### src/rtl/regfile_write_arbiter.sv
// regfile_write_arbiter: shares the register-file write port between WB and an aux FIFO.
// Define STARVE_GUARD_EN to force a FIFO drain after MAX_WAIT cycles of waiting.
module regfile_write_arbiter #(
    parameter int DEPTH    = 4,
    parameter int MAX_WAIT = 8
) (
    input  logic        clk,
    input  logic        rst,
    input  logic        wb_valid,
    input  logic [4:0]  wb_dest,
    input  logic [31:0] wb_data,
    output logic        wb_stall,
    input  logic        aux_valid,
    input  logic [4:0]  aux_dest,
    input  logic [31:0] aux_data,
    output logic        aux_ready,
    input  logic [4:0]  src1,
    input  logic [4:0]  src2,
    output logic        src1_pending,
    output logic        src2_pending,
    output logic        rf_we,
    output logic [4:0]  rf_dest,
    output logic [31:0] rf_wdata
);
    localparam int AW = $clog2(DEPTH);

    logic [4:0]    dest_q [DEPTH];
    logic [31:0]   data_q [DEPTH];
    logic [DEPTH-1:0] vld;
    logic [AW-1:0] wr_ptr, rd_ptr;
    logic [AW:0]   count;
    logic          empty, full, wb_req, push, pop, grant_wb, starve;

    assign empty     = count == '0;
    assign full      = count == (AW+1)'(DEPTH);
    assign aux_ready = !rst && !full;
    assign wb_req    = wb_valid && wb_dest != 5'd0;
    assign push      = aux_valid && aux_ready && aux_dest != 5'd0;
    assign pop       = !empty && (!wb_req || starve);
    assign grant_wb  = wb_req && !starve;
    assign wb_stall  = wb_req && starve;

`ifdef STARVE_GUARD_EN
    localparam int SW = $clog2(MAX_WAIT + 1);
    logic [SW-1:0] wait_cnt;
    assign starve = wait_cnt == SW'(MAX_WAIT);
    always_ff @(posedge clk or posedge rst) begin
        if (rst)
            wait_cnt <= '0;
        else if (empty || pop)
            wait_cnt <= '0;
        else if (!starve)
            wait_cnt <= wait_cnt + 1'b1;
    end
`else
    assign starve = 1'b0;
`endif

    // Payload storage needs no reset; validity is tracked by vld/count.
    always_ff @(posedge clk) begin
        if (push) begin
            dest_q[wr_ptr] <= aux_dest;
            data_q[wr_ptr] <= aux_data;
        end
    end

    always_ff @(posedge clk or posedge rst) begin
        if (rst) begin
            wr_ptr   <= '0;
            rd_ptr   <= '0;
            count    <= '0;
            vld      <= '0;
            rf_we    <= 1'b0;
            rf_dest  <= '0;
            rf_wdata <= '0;
        end else begin
            if (push) begin
                vld[wr_ptr] <= 1'b1;
                wr_ptr      <= wr_ptr + 1'b1;
            end
            if (pop) begin
                vld[rd_ptr] <= 1'b0;
                rd_ptr      <= rd_ptr + 1'b1;
            end
            count <= count + {{AW{1'b0}}, push} - {{AW{1'b0}}, pop};
            rf_we <= pop || grant_wb;
            if (pop) begin
                rf_dest  <= dest_q[rd_ptr];
                rf_wdata <= data_q[rd_ptr];
            end else if (grant_wb) begin
                rf_dest  <= wb_dest;
                rf_wdata <= wb_data;
            end
        end
    end

    // The output stage commits at the next edge, so its dest still counts as pending.
    always_comb begin
        logic p1, p2;
        p1 = rf_we && rf_dest == src1;
        p2 = rf_we && rf_dest == src2;
        for (int i = 0; i < DEPTH; i++) begin
            p1 = p1 || (vld[i] && dest_q[i] == src1);
            p2 = p2 || (vld[i] && dest_q[i] == src2);
        end
        src1_pending = src1 != 5'd0 && p1;
        src2_pending = src2 != 5'd0 && p2;
    end
endmodule

### config.mk
export PLATFORM = sky130hd
export DESIGN_NAME = regfile_write_arbiter
export DESIGN_NICKNAME = d
export VERILOG_FILES = /design/src/rtl/regfile_write_arbiter.sv
export SDC_FILE = /design/constraint.sdc
export NUM_CORES = 1
export LEC_CHECK = 0
export ABC_AREA = 1
export ABC_CLOCK_PERIOD_IN_PS = 3100
export CAP_MARGIN = 10
export CORE_MARGIN = 2
export CORE_UTILIZATION = 54
export DETAILED_ROUTE_END_ITERATION = 10
export PLACE_DENSITY_LB_ADDON = 0.25
export SYNTH_ARGS = -nofsm -noshare
export SYNTH_HDL_FRONTEND = slang
export SYNTH_SLANG_ARGS = --single-unit
### constraint.sdc
create_clock -name clk -period 3.1 [get_ports clk]
set_input_delay 0.465 -clock clk [delete_from_list [all_inputs] [get_ports clk]]
set_output_delay 0.465 -clock clk [all_outputs]
set_load 0.03 [all_outputs]
Word-level counts from Yosys, hierarchy flattened
Memories as Yosys holds them, arrays and structs flattened.
Index checks and enable logic that the tools add are counted.
{ "totals": {"ff_bits": 49, "latchBits": 0, "ramBits": 148, "mem_bits_ro": 0, "inputBits": 88, "output_inout_bits": 42, "elab_cells": 81, "mem_count": 2} }
{ "classes": {"n_addsub": 4, "mul": 0, "n_div": 0, "magnitude_cmp": 4, "n_eq_ne": 11, "shift": 0, "muxes": 12, "bitwise": 3, "n_reduce_logical": 38} }
{ "mem_list": {"columns": ["memory", "words", "word_bits", "rd", "rd_ports_with_merged_regs", "write_ports", "line", "rtl"], "rows": [
  ["data_q", 4, 32, 1, 0, 1, "28", "logic [31:0] data_q [DEPTH];"],
  ["dest_q", 4, 5, 5, 0, 1, "27", "logic [4:0] dest_q [DEPTH];"]
]} }
{ "op_table": {"columns": ["cell", "count"], "rows": [
  ["$mux W32", 2],
  ["$eq A5 B5 Y1", 10],
  ["$reduce_bool A5 Y1", 4],
  ["$logic_and A1 B1 Y1", 19],
  ["$mux W5", 2],
  ["$logic_or A1 B1 Y1", 9],
  ["$mux W4", 2],
  ["$lt A2 B3 Y1 const B", 2],
  ["$add A2 B1 Y2 const B", 2],
  ["$and A4 B4 Y4", 1],
  ["$demux W1 S2", 2],
  ["$ge A2 B1 Y1 const B", 2],
  ["$logic_not A1 Y1", 4],
  ["$mux W1", 4],
  ["$not A4 Y4", 1],
  ["$or A4 B4 Y4", 1],
  ["$add A3 B1 Y3", 1],
  ["$eq A3 B3 Y1 const B", 1],
  ["$logic_not A3 Y1", 1],
  ["$sub A3 B1 Y3", 1],
  ["$reduce_bool A2 Y1", 1]
]} }

Logic depth before layout (Yosys ltp)
{ "depth": {"depth_word": 8, "mapped_depth": 13, "depth_no_buf": 12} }

Least setup slack after synthesis
No wires, ideal clock.
{ "synth_timing": {"path_kind": "input -> register", "start": "input rst", "end": "memory data_q[0][0] (enable)", "setup_time_ns": 0.392, "arrival_ns": 2.016, "required_time_ns": 2.708, "path_slack_ns": 0.692, "cell_stages": 5, "path_buffers": 0, "cell_sequence": "a31oi_2 > nand3_1 > inv_2 > nand2_1 > inv_1"} }
{ "synth_via": {"elab_chain_cells": 6} }
{ "synth_rtl": {"columns": ["item", "line", "rtl"], "rows": [
  ["start: declaration", "8", "input logic rst,"],
  ["$logic_not A1 Y1 (no line)", null, null],
  ["$logic_and A1 B1 Y1", "36", "assign aux_ready = !rst && !full;"],
  ["$logic_and A1 B1 Y1 (2 in a row)", "38", "assign push = aux_valid && aux_ready && aux_dest != 5'd0;"],
  ["$mux W1", "61", "if (push) begin"],
  ["$mux W1 (not written as such)", "63", "data_q[wr_ptr] <= aux_data;"],
  ["end: declaration", "28", null]
]} }
Every way passes these cells.

Worst setup path after layout
{ "layout_timing": {"start": "input src2[0]", "end": "output src2_pending"} }
{ "layout_via": {"elab_chain_cells": 7, "word_cells_on_any_way": 16, "cone_classes": "eq/ne: 5; reduce/logical: 11"} }
{ "layout_rtl": {"columns": ["item", "line", "rtl"], "rows": [
  ["start: declaration", "18", "input logic [4:0] src2,"],
  ["$eq A5 B5 Y1, on equally long branches", "101, 104", null],
  ["$logic_and A1 B1 Y1, on equally long branches", "101, 104", null],
  ["$logic_or A1 B1 Y1 (4 in a row)", "104", "p2 = p2 || (vld[i] && dest_q[i] == src2);"],
  ["$logic_and A1 B1 Y1 (*)", "107", "src2_pending = src2 != 5'd0 && p2;"],
  ["end: declaration", "20", "output logic src2_pending,"]
]} }
Mark *: on every way between the ends. The rest lies on a longest branch, timed or not.

==> summary.log <==
INFO  power_and_ir_drop cellPowerDensity=835nW/um^2
INFO  critical_path  crit-reg2reg-capture=count[2]$_DFF_PP0_
INFO  timing         fmax=339MHz
INFO  layout         multi_input_gate_area=2490um^2
INFO  floorplanning  floorplan.initialDensity=0.548
INFO  global_route   antenna_found_initial=0
INFO  synthesis      synth.lib_cells_used.distinct=28
INFO  synthesis      yosys-top-cells-area=edfxtp_1, dfrtp_1, nand2_1
INFO  timing         timing.slew.headroom=0.447
INFO  clocking       cts_inserted_buffers=17
INFO  synthesis      synthArstFlopShare=0.249
INFO  layout         net_count_of_the_finished_layout=1,068
INFO  power_and_ir_drop post-layout-total-power=8.96mW
INFO  timing         clock_skew=0.0109ns
INFO  layout         fillers=1,198
INFO  detailed_routing routedWlPerCell=17.1um
INFO  synthesis      yosys.area.top_type=edfxtp_1
INFO  synthesis      synth_top_cells_by_count=nand2_1, edfxtp_1, nor2_1
INFO  critical_path  slowest_delay=0.68ns
INFO  floorplanning  core_region_area=15,700um^2
INFO  critical_path  end_kind=primary output
INFO  critical_path  critPathLaunch=src2[0]
INFO  detailed_routing vias=6,461
INFO  critical_path  worstPathRequired=2.63ns
INFO  layout         proportion_of_layout_cells_with_a_drive_suffix_above_1=0.0663
INFO  critical_path  timing.setup.critical_path_class=in2out
INFO  timing         timing.final.setup_violations=0
INFO  run            maxcap_violations=0
INFO  timing         final.min_clock_period=2.95ns
INFO  floorplanning  placementRows=46
INFO  timing         setup_repair_after_global_routing_missed_its_margin=no
INFO  clocking       cts.htree.levels=4
INFO  critical_path  worst_path_cell_with_the_longest_stage_delay=clkdlybuf4s50_1
INFO  critical_path  worst_path_most_repeated_cell=nor2_1
INFO  critical_path  endpoint=src2_pending
INFO  timing         final.period_utilization=0.951
INFO  synthesis      yosys.area.top_type_share=0.516
INFO  critical_path  worst_r2r_startpoint=count[1]$_DFF_PP0_
INFO  global_route   grt_max_degree=85
INFO  floorplanning  die-area=17,000um^2
INFO  clocking       clock-sinks=197
INFO  layout         antennaDiodeCount=0
INFO  synthesis      postSynthNetCount=933
INFO  critical_path  crit_arrival=2.48ns
INFO  placement      dp.final_hpwl=13,600um
INFO  placement      final_weighted_congestion_of_routability_driven_global_placement=0.974
INFO  timing         setup_total_negative_slack=0ns
INFO  critical_path  reg2regPathDepth=10
INFO  power_and_ir_drop vdd_ir_drop_max=0.000555V
INFO  synthesis      syn_area=8610um^2
INFO  clocking       worstSkewPairLatency=0.43ns
INFO  critical_path  critPathMaxFanout=8
INFO  timing         final_hold_violation_count=0
INFO  synthesis      instance_count_of_the_mapped_netlist=834
INFO  clocking       clk_path_buf_depth=2
INFO  synthesis      ys.warnings.count=0
INFO  run_status     run_status=completed
INFO  layout         ff_latch_area=5670um^2
INFO  hold_path      min-delay-path-class=reg2reg
INFO  synthesis      dominantRegCellSynth=edfxtp_1
INFO  global_route   grt_pass1_wl=31,800um
INFO  power_and_ir_drop leakage_power_total=4.24nW
INFO  timing         tightestPinTransition=0.830ns
INFO  clocking       clock_tree_from_tritoncts=done
INFO  placement      port_buffers=128
INFO  clocking       worst_setup_hold_path_clk_slew=0.06ns
INFO  global_route   globalRouteOverflowTotal=0
INFO  synthesis      register_area_share_after_synthesis=0.659
INFO  detailed_routing drt_iter0_markers=483
INFO  synthesis      synth_edf_count=148
INFO  synthesis      postSynthAreaPerCell=10.3um^2
INFO  detailed_routing drt.antenna.violating_nets=0
INFO  global_route   first_global_vias=6,447
INFO  critical_path  reg2reg_setup_slack=0.87ns
INFO  clocking       cts-root-buf=clkbuf_16
INFO  detailed_routing final_routed_wirelength=20,500um
INFO  floorplanning  die_y=130um
INFO  floorplanning  chipWidth=130um
INFO  layout         flow.area_growth_from_synthesis=24.6%
INFO  floorplanning  pin_count=130
INFO  synthesis      yosysMostFrequentCell=nand2_1
INFO  timing         slew_viol_final=0
INFO  detailed_routing routed_via_density=5.40
INFO  critical_path  setup.worst_path.start_class=primary input
INFO  critical_path  critical_path.cell_chain=clkdlybuf4s50_1 > inv_1 > nand2_1 > nand2_1 > nor2_1 > nand3_1 > nand3_1 > nor2_1 > nor2_1 > clkdlybuf4s50_1
INFO  detailed_routing remaining_drc_errors=0
INFO  global_route   globalRouteTotalUtil=0.252
INFO  detailed_routing drtPass1Iterations=5
INFO  synthesis      synth.ff_latch_count=197
-- cells in the final DEF, fill, tap and decap left out, types with 2 or more instances in the layout --
cell	netlist	layout
nand2_1	178	178
clkbuf_16	0	17
ha_1	10	10
dfrtp_1	49	48
nor2_1	135	135
clkinv_4	0	2
a21oi_1	16	16
nor3_1	3	3
xor2_1	4	4
o21ai_1	5	5
buf_4	7	26
clkdlybuf4s50_1	0	127
inv_2	3	8
clkbuf_1	11	6
edfxtp_1	148	148
nand2_2	2	2
o211ai_1	5	5
bufinv_16	0	3
o21ai_0	89	89
nand3_1	40	40
inv_1	59	54
o22ai_1	43	43
-- sequential cells by signal, summed over array words and instances (netlist names) --
| name | flops |
|---|---|
| rf_we | 1 |
| data_q | 128 |
| dest_q | 20 |
| rd_ptr | 2 |
| rf_dest | 5 |
| wr_ptr | 2 |
| count | 3 |
| rf_wdata | 32 |
| vld | 4 |
-- where the power goes --
part | total [mW] | internal, mW | switching, mW
clock | 2.16 | 1.27 | 0.894
sequential | 3.61 | 3.34 | 0.269
combinational | 3.18 | 1.14 | 2.04
total | 8.96 | 5.75 | 3.20
-- critical path, delay by kind of cell --
kind,cells,cell delay (ns)
buffers and inverters,3,1.48
and+or+nand+nor,7,0.54
-- per-layer routing --
metal | up-vias | routed length [um] | global-route usage
met5 | - | 0 | 0
met4 | 0 | 489 | 0.106
met3 | 42 | 1500 | 0.0517
met2 | 279 | 9970 | 0.431
met1 | 3039 | 8540 | 0.314
li1 | 3101 | - | -
-- worst min path at each step --
stage                     cells past startpoint                  endpoint  slack, ns                startpoint
after floorplan                               2          vld[0]$_DFF_PP0_       0.51          vld[0]$_DFF_PP0_
final                                         2   rf_wdata[7]$_DFFE_PP0P_       0.50   rf_wdata[7]$_DFFE_PP0P_
after CTS                                     2   rf_wdata[7]$_DFFE_PP0P_       0.50   rf_wdata[7]$_DFFE_PP0P_
after global placement                        2  rf_wdata[14]$_DFFE_PP0P_       0.48  rf_wdata[14]$_DFFE_PP0P_
after global routing                          2   rf_wdata[1]$_DFFE_PP0P_       0.52   rf_wdata[1]$_DFFE_PP0P_
after detailed placement                      2   rf_wdata[7]$_DFFE_PP0P_       0.49   rf_wdata[7]$_DFFE_PP0P_
-- stage by stage --
step | cell area, um^2 | std cells | util | setup slack, ns | hold WS [ns]
floorplan | 8610 | 834 | - | 0.692 | 0.506
global placement | 10100 | 1166 | 0.646 | 0.0553 | 0.480
detailed placement | 10100 | 1166 | 0.646 | 0.0817 | 0.487
CTS | 10700 | 1197 | 0.682 | 0.0687 | 0.503
global route | 10700 | 1197 | 0.683 | 0.0237 | 0.523
finish | 10700 | 1197 | 0.683 | 0.150 | 0.498
-- final cells by class --
class                      instances  area share
sequential                       197       0.529
multi-input combinational        537       0.233
timing repair buffer             154       0.138
clock buffer                      23      0.0418
tap                              216      0.0252
inverter                          62      0.0217
clock inverter                     8      0.0120
-- logic make-up after synthesis --
family	count (synthesis)	share of synthesized area
DFF	197	0.659
buffers and inverters	100	0.0517
xor gates and xnor gates	5	0.00509
adders and majority gates	11	0.0169
other	1	0.000436
and+or+nand+nor	361	0.166
AOI/OAI and AO/OA	159	0.101
-- timing repair --
action                     in CTS  in global routing
setup endpoints to repair       0                  1
gates resized for setup         0                  1
buffers inserted                0                  0
hold endpoints to repair        0                  0
hold buffers                    0                  0
No activity file was read; power rests on OpenSTA's default activity.
